===== config.mk =====
export PLATFORM = sky130hd
export DESIGN_NAME = fifo_read_ctrl
export DESIGN_NICKNAME = d
export VERILOG_FILES = /design/src/rtl/fifo_read_ctrl.sv
export SDC_FILE = /design/constraint.sdc
export NUM_CORES = 1
export LEC_CHECK = 0
export ABC_AREA = 0
export BUFFER_PORTS_ARGS = -buffer_cell sky130_fd_sc_hd__buf_4
export CAP_MARGIN = 5
export CORE_AREA = 4 4 114 116
export DETAILED_ROUTE_END_ITERATION = 7
export DIE_AREA = 0 0 118 120
export PLACE_DENSITY = 0.65
export SYNTH_ARGS = -nofsm -noshare
export SYNTH_HDL_FRONTEND = slang
export SYNTH_SLANG_ARGS = --single-unit
export TNS_END_PERCENT = 10

===== constraint.sdc =====
create_clock -name clk -period 3.9 [get_ports clk]
set_input_delay 0.78 -clock clk [delete_from_list [all_inputs] [get_ports clk]]
set_output_delay 0.78 -clock clk [all_outputs]
set_load 0.03 [all_outputs]

===== src/rtl/fifo_read_ctrl.sv =====
// fifo_read_ctrl: read pointer, occupancy count and registered head-entry read port of the 8-entry register FIFO
module fifo_read_ctrl #(
  parameter int DATA_WIDTH = 32,
  parameter int DEPTH_LOG2 = 3
) (
  input  logic                         clk,
  input  logic                         reset_n,
  input  logic                         rd_en,
  input  logic                         wr_ok,
  input  logic [8*DATA_WIDTH-1:0]      reg_data,
  output logic [DEPTH_LOG2-1:0]        rd_addr,
  output logic [DATA_WIDTH-1:0]        dout,
  output logic                         rd_ack,
  output logic                         rd_err,
  output logic                         empty,
  output logic [DEPTH_LOG2:0]          data_count
);
  localparam logic [DEPTH_LOG2:0] full_cnt = (DEPTH_LOG2+1)'(8);
  logic                  acc;
  logic [DATA_WIDTH-1:0] head;
  logic [DEPTH_LOG2:0]   count_nxt;
  always_comb begin
    acc       = rd_en && (data_count != '0);
    head      = reg_data[32'(rd_addr)*DATA_WIDTH +: DATA_WIDTH];
    count_nxt = (acc && wr_ok) ? data_count :
                acc            ? data_count - 1'b1 :
                wr_ok          ? ((data_count == full_cnt) ? full_cnt : data_count + 1'b1) :
                                 data_count;
  end
  assign empty = (data_count == '0);
  always_ff @(posedge clk or negedge reset_n) begin
    if (!reset_n) begin
      rd_addr    <= '0;
      dout       <= '0;
      rd_ack     <= 1'b0;
      rd_err     <= 1'b0;
      data_count <= '0;
    end else begin
      rd_ack     <= acc;
      rd_err     <= rd_en && !acc;
      data_count <= count_nxt;
      if (acc) begin
        dout    <= head;
        rd_addr <= rd_addr + 1'b1;
      end
    end
  end
endmodule

==> flow_metrics.env, run 1 <==
export IMPL_outcome="finished, final reports clean"
export IMPL_grt_pass1_vias=4381
export IMPL_n_antenna_cell=0
export IMPL_seq_power_share_pct=21.3
export IMPL_numCtsBuffers=5
export IMPL_slowest_stage="dfrtp_1"
export IMPL_worst_slack_ps=1522
export IMPL_start_util_pct=32.47
export IMPL_grt_setup_unrepaired="no"
export IMPL_startpoint_type="register"
export IMPL_yosysMostFrequentCell="mux2i_1"
export IMPL_endpoint_kind="output pin"
export IMPL_holdPathStages=2
export IMPL_drtIter0Drc=149
export IMPL_post_cts_buffers=0
export IMPL_syn_nets=675
export IMPL_rr_endpoint="dout[10]"
export IMPL_ys_ff_latch=41
export IMPL_synth_area_leaders="mux2i_1, dfrtp_1, a22oi_1, nand2_1, nand3_1"
export IMPL_drt_wirelength_per_cell_um=18.11
export IMPL_worstReg2RegStart="rd_addr[1]"
export IMPL_cts_sinks=41
export IMPL_worstRegToRegCells=5
export IMPL_synthCells=412
export IMPL_internal_power_uw=2157
export IMPL_syn_area_mm2=0.003867
export IMPL_cp_data_arrival_time_ps=1600
export IMPL_dp_hpwl_um=11730
export IMPL_use_met3_pct=5.325
export IMPL_drtPass1Iterations=4
export IMPL_wirelength_um=15120
export IMPL_worst_slew_pin_slew_ps=927.7
export IMPL_hold_viol=0
export IMPL_period_share_pct=60.99
export IMPL_clockBufferDepth=2
export IMPL_io_pins=302
export IMPL_slew_headroom_pct=38.03
export IMPL_slew_viol_final=0
export IMPL_comb_power_share_pct=68.3
export IMPL_hold_path_class="register to register"
export IMPL_hp_start="dout[19]"
export IMPL_p_per_area_mw_per_mm2=673.5
export IMPL_grt_max_degree=73
export IMPL_grt_overflow_total=0
export IMPL_drive_gt1_share_pct=47.38
export IMPL_num_vias=4198
export IMPL_grt_pass1_wl_um=23040
export IMPL_ys_types=35
export IMPL_place_gp_congestion=0.8607
export IMPL_ys_seq_area_share_pct=26.53
export IMPL_cts_resized=0
export IMPL_pwr_share_clk_pct=10.4
export IMPL_reg2reg_slack_ps=1900
export IMPL_globalRouteMet1Util_pct=23.11
export IMPL_fmax_mhz=420.4
export IMPL_antenna_found_initial=0
export IMPL_ir_drop_uv=502.6
export IMPL_row_count=40
export IMPL_synth_common_cells="mux2i_1, nand2_1, a22oi_1, dfrtp_1, nand3_1"
export IMPL_avgViaCountPerCell=5.028
export IMPL_htree_levels=2
export IMPL_coreArea_mm2=0.01191
export IMPL_crit_chain="inv_1 -> ha_1 -> nor3b_4 -> buf_4"
export IMPL_nets=950
export IMPL_gr_usage_met2_pct=37.44
export IMPL_final_antenna_net_count=0
export IMPL_cp_slowest_stage_delay_ps=460
export IMPL_drc=0
export IMPL_tritoncts="yes"
export IMPL_crit_path_max_fanout=8
export IMPL_whs_endpoint="dout[19]"
export IMPL_hold_buffers=0
export IMPL_yosys_warnings=0
export IMPL_clk_pin_slew_ps=60
export IMPL_required_ps=3120
export IMPL_avgSynthCellArea_um2=9.387
export IMPL_busiest_layer="met2"
export IMPL_die_y_um=120
export IMPL_finalCriticalPeriod_ps=2378
export IMPL_p_leak_uw=0.003333
export IMPL_yosys_area_top_type="mux2i_1"
export IMPL_switching_share_pct=48.24
export IMPL_gr_usage_all_layers_pct=19.97
export IMPL_synthArstFlopShare_pct=100.0
export IMPL_path_class="register to output pin"
export IMPL_finalSetupViolations=0
export IMPL_area_growth_pct=59.98
export IMPL_maxCapViolCount=0
export IMPL_synth_top_cell_area_share_pct=33.39
export IMPL_fp_dieW_um=118
export IMPL_insertion_delay_ps=280
export IMPL_clockRootBuffer="clkbuf_16"
export IMPL_detailedPlace_worstSlack_ps=1829
export IMPL_synth_edff_count=0
export IMPL_dieArea_mm2=0.01416
export IMPL_synth_flop_cell="dfrtp_1"
export IMPL_p_sw_uw=2010
export IMPL_portBuffers=301
export IMPL_skew_ps=5.773
export IMPL_tns_ps=0
-- routing by layer --
metal	wire, um	vias to the layer above
li1	-	2070
met1	5813	1946
met5	0	-
met4	133	0
met2	8087	172
met3	1089	10
-- final cells by class --
type / count / area, um^2
flip-flops and latches: 41 / 1030
clock inverters: 1 / 5.005
fillers: 1115 / 5724
multi-input cells: 328 / 2481
clock buffers: 7 / 152.6
inverters: 4 / 17.52
well taps: 147 / 183.9
repair buffers: 307 / 2317
-- registers in the layout (all words and copies together), names as in the netlist --
signal and count:
dout 32, data_count 4, rd_addr 3, rd_ack 1, rd_err 1
-- logic make-up (layout without fill, tap and decap cells) --
| kind of cell | Yosys count | in the layout | synth area share, % |
|---|---|---|---|
| simple gates | 117 | 117 | 13.98 |
| buf+inv | 43 | 319 | 9.641 |
| compound gates | 75 | 75 | 14.59 |
| flops | 41 | 41 | 26.53 |
| mux | 129 | 129 | 33.39 |
| fa+ha+maj | 3 | 3 | 0.9707 |
| xor+xnor | 4 | 4 | 0.9060 |
-- worst max-delay path, delay by kind of cell (launching register included) --
| family | cells | cell delay [ps] |
|---|---|---|
| adder cells (fa/ha/maj) | 1 | 300 |
| buffers and inverters | 2 | 280 |
| flip-flops | 1 | 460 |
| AND/OR/NAND/NOR | 1 | 270 |
-- layout by cell type, fill, tap and decap left out, types with 2 or more instances in the layout --
cell type / count
ha_1: 3
a22oi_1: 64
a31oi_1: 2
mux2i_1: 129
dfrtp_1: 40
nand2_1: 70
o21ai_0: 4
clkbuf_16: 5
nand3_1: 34
clkbuf_8: 2
xnor2_1: 2
inv_1: 2
xor2_1: 2
buf_4: 306
-- worst max path at each step --
stage | end | startpoint | slack [ps] | depth (start not counted)
finish | empty | data_count[0] | 1520 | 4
global route | empty | data_count[0] | 1400 | 4
CTS | empty | data_count[0] | 1520 | 4
detailed placement | empty | data_count[0] | 1830 | 4
global placement | empty | data_count[0] | 1870 | 4
floorplan | empty | data_count[0] | 1800 | 3
-- through the flow --
step | hold slack, ps | instances | cell area, um^2 | power, uW | util [%]
4_1_cts | 483.5 | 835 | 6187 | 4213 | 51.94
3_5_place_dp | 464.6 | 827 | 6030 | 3760 | 50.62
3_3_place_gp | 459.4 | 827 | 6030 | 3712 | 50.62
6_report | 477.7 | 835 | 6187 | 4167 | 51.94
5_1_grt | 493.7 | 835 | 6187 | 4456 | 51.94
2_1_floorplan | 484.4 | 412 | 3867 | 3013 | -
-- power by group through the flow --
stage	clock network (uW)	registers (uW)	logic [uW]
2_1_floorplan	0	1200	1820
3_3_place_gp	0	877	2830
3_5_place_dp	0	889	2870
4_1_cts	451	890	2870
5_1_grt	465	927	3060
6_report	432	888	2850
(Power assumes the default switching activity.)
==> run 2, diff against run 1 <==
--- a/config.mk
+++ b/config.mk
@@ -8,10 +8,11 @@
 export ABC_AREA = 0
 export BUFFER_PORTS_ARGS = -buffer_cell sky130_fd_sc_hd__buf_4
 export CAP_MARGIN = 5
-export CORE_AREA = 4 4 114 116
+export CORE_ASPECT_RATIO = 0.6
+export CORE_MARGIN = 4
+export CORE_UTILIZATION = 37
 export DETAILED_ROUTE_END_ITERATION = 7
-export DIE_AREA = 0 0 118 120
-export PLACE_DENSITY = 0.65
+export PLACE_DENSITY = 0.76
 export SYNTH_ARGS = -nofsm -noshare
 export SYNTH_HDL_FRONTEND = slang
 export SYNTH_SLANG_ARGS = --single-unit
==> constraint.sdc (replaced) <==
create_clock -name clk -period 1.9 [get_ports clk]
set_input_delay 0.38 -clock clk [delete_from_list [all_inputs] [get_ports clk]]
set_output_delay 0.38 -clock clk [all_outputs]
set_load 0.03 [all_outputs]
==> flow_metrics.env, run 2 (same netlist as run 1, synthesis figures left out) <==
export IMPL_outcome="finished, final reports clean"
export IMPL_placed_area_mm2=0.006140
export IMPL_slew_viol_final=0
export IMPL_drtPass1Iterations=4
export IMPL_n_antenna_cell=0
export IMPL_crit_start="data_count[1]"
export IMPL_coreArea_mm2=0.01002
export IMPL_slew_headroom_pct=63.08
export IMPL_grt_pass1_wl_um=23170
export IMPL_gr_usage_met2_pct=40.91
export IMPL_startpoint_type="register"
export IMPL_detailedPlace_worstSlack_ps=115.8
export IMPL_grt_overflow_total=0
export IMPL_final_antenna_net_count=0
export IMPL_drtIter0Drc=169
export IMPL_required_ps=1520
export IMPL_clk_pin_slew_ps=60
export IMPL_tns_ps=0
export IMPL_stdcell_count=834
export IMPL_wirelength_um=15360
export IMPL_io_pins=302
export IMPL_clockBufferDepth=2
export IMPL_num_vias=4399
export IMPL_antenna_found_initial=0
export IMPL_grt_max_degree=48
export IMPL_portBuffers=301
export IMPL_clockRootBuffer="clkbuf_16"
export IMPL_fillers=862
export IMPL_hold_buffers=0
export IMPL_drive_gt1_share_pct=48.07
export IMPL_die_y_um=87.20
export IMPL_top_register="dout"
export IMPL_period_share_pct=96.18
export IMPL_htree_levels=2
export IMPL_tritoncts="yes"
export IMPL_layout_common_cells="buf_4, mux2i_1, nand2_1, a22oi_1, dfrtp_1"
export IMPL_finalCriticalPeriod_ps=1827
export IMPL_multi_input_area_mm2=0.002489
export IMPL_nets=961
export IMPL_whs_ps=90.44
export IMPL_dp_hpwl_um=12510
export IMPL_drt_wirelength_per_cell_um=18.42
export IMPL_maxCapViolCount=0
export IMPL_endpoint_kind="output pin"
export IMPL_ir_drop_uv=953.0
export IMPL_worstReg2RegStart="data_count[1]"
export IMPL_p_per_area_mw_per_mm2=1405
export IMPL_critPathCapture="empty"
export IMPL_start_util_pct=38.60
export IMPL_busiest_layer="met2"
export IMPL_grt_pass1_vias=4644
export IMPL_place_gp_congestion=0.8926
export IMPL_hold_viol=0
export IMPL_globalRouteMet1Util_pct=28.89
export IMPL_top_regs="dout: 32 flops, data_count: 4 flops, rd_addr: 3 flops"
export IMPL_drc=0
export IMPL_rr_endpoint="data_count[0]"
export IMPL_worst_slack_ps=72.58
export IMPL_placedCellCount=824
export IMPL_largest_register_ffs=32
export IMPL_p_leak_uw=0.003389
export IMPL_register_area_mm2=0.001031
export IMPL_worstRegToRegCells=7
export IMPL_crit_path_max_fanout=6
export IMPL_cts_sinks=41
export IMPL_dieArea_mm2=0.01221
export IMPL_finalSetupViolations=0
export IMPL_grt_setup_unrepaired="no"
export IMPL_gr_usage_all_layers_pct=23.62
export IMPL_area_growth_pct=63.12
export IMPL_worst_slew_pin_slew_ps=553.9
export IMPL_insertion_delay_ps=280
export IMPL_layout_commonest_cell="buf_4"
export IMPL_use_met3_pct=7.241
export IMPL_fp_dieW_um=140.0
export IMPL_hold_path_class="primary input to async pin"
export IMPL_path_class="register to output pin"
export IMPL_fmax_mhz=547.2
export IMPL_numCtsBuffers=5
export IMPL_layout_cell_area_non_filler_mm2=0.006309
export IMPL_row_count=28
export IMPL_cp_data_arrival_time_ps=1450
export IMPL_skew_ps=5.964
export IMPL_reg2reg_slack_ps=270
export IMPL_avgViaCountPerCell=5.275
run 2: cell types whose count changed in the layout (fill, tap and decap cells not counted):
cell | before | now
clkbuf_8 | 2 | 0
ha_4 | 0 | 1
buf_12 | 1 | 6
nor2b_4 | 1 | 0
dfrtp_1 | 40 | 39
buf_4 | 306 | 311
ha_1 | 3 | 2
clkinv_2 | 1 | 0
nor2b_2 | 1 | 2
buf_6 | 0 | 1
dfrtp_2 | 0 | 1
clkbuf_1 | 0 | 3
run 2: metal layers:
metal,vias up,part of all wire [%]
met5,-,0
met4,0,2.0
met3,24,8.4
met2,204,50
met1,2069,40
li1,2102,-
run 2: critical path, cell delays in order, from the launching register on:
cell     delay [ps]
dfrtp_1         430
inv_1           140
ha_4            190
nor3b_4         250
buf_6           170
run 2: how the worst min path moves through the flow:
stage	endpoint	from	depth (start not counted)	slack, ps
after global routing	data_count[2]	reset_n	1	120
after global placement	data_count[2]	reset_n	1	400
after CTS	data_count[2]	reset_n	1	100
after floorplan	data_count[0]	reset_n	0	80
after detailed placement	data_count[2]	reset_n	1	400
final	data_count[2]	reset_n	1	90
run 2: layout make-up:
type	count	area share (%)
Multi-Input combinational cell	328	39.45
Timing Repair Buffer	318	39.09
Sequential cell	41	16.34
Tap cell	135	2.678
Clock buffer	8	2.162
Inverter	4	0.2777
run 2: what timing repair did:
action | CTS | global route
buffers inserted | 0 | 2
hold endpoints to repair | 0 | 0
setup endpoints to repair | 1 | 1
gates resized for setup | 3 | 1
run 2: where the power goes:
group | leakage, uW | internal, uW | switching (uW)
clock | 0.0000652 | 489 | 325
combinational | 0.00283 | 2840 | 3510
sequential | 0.000490 | 1320 | 377
run 2: stage by stage:
step	utilization [%]	power, uW
5_1_grt	62.96	9455
3_3_place_gp	61.28	7826
3_5_place_dp	61.28	7967
6_report	62.96	8866
4_1_cts	62.77	8850
2_1_floorplan	-	6184
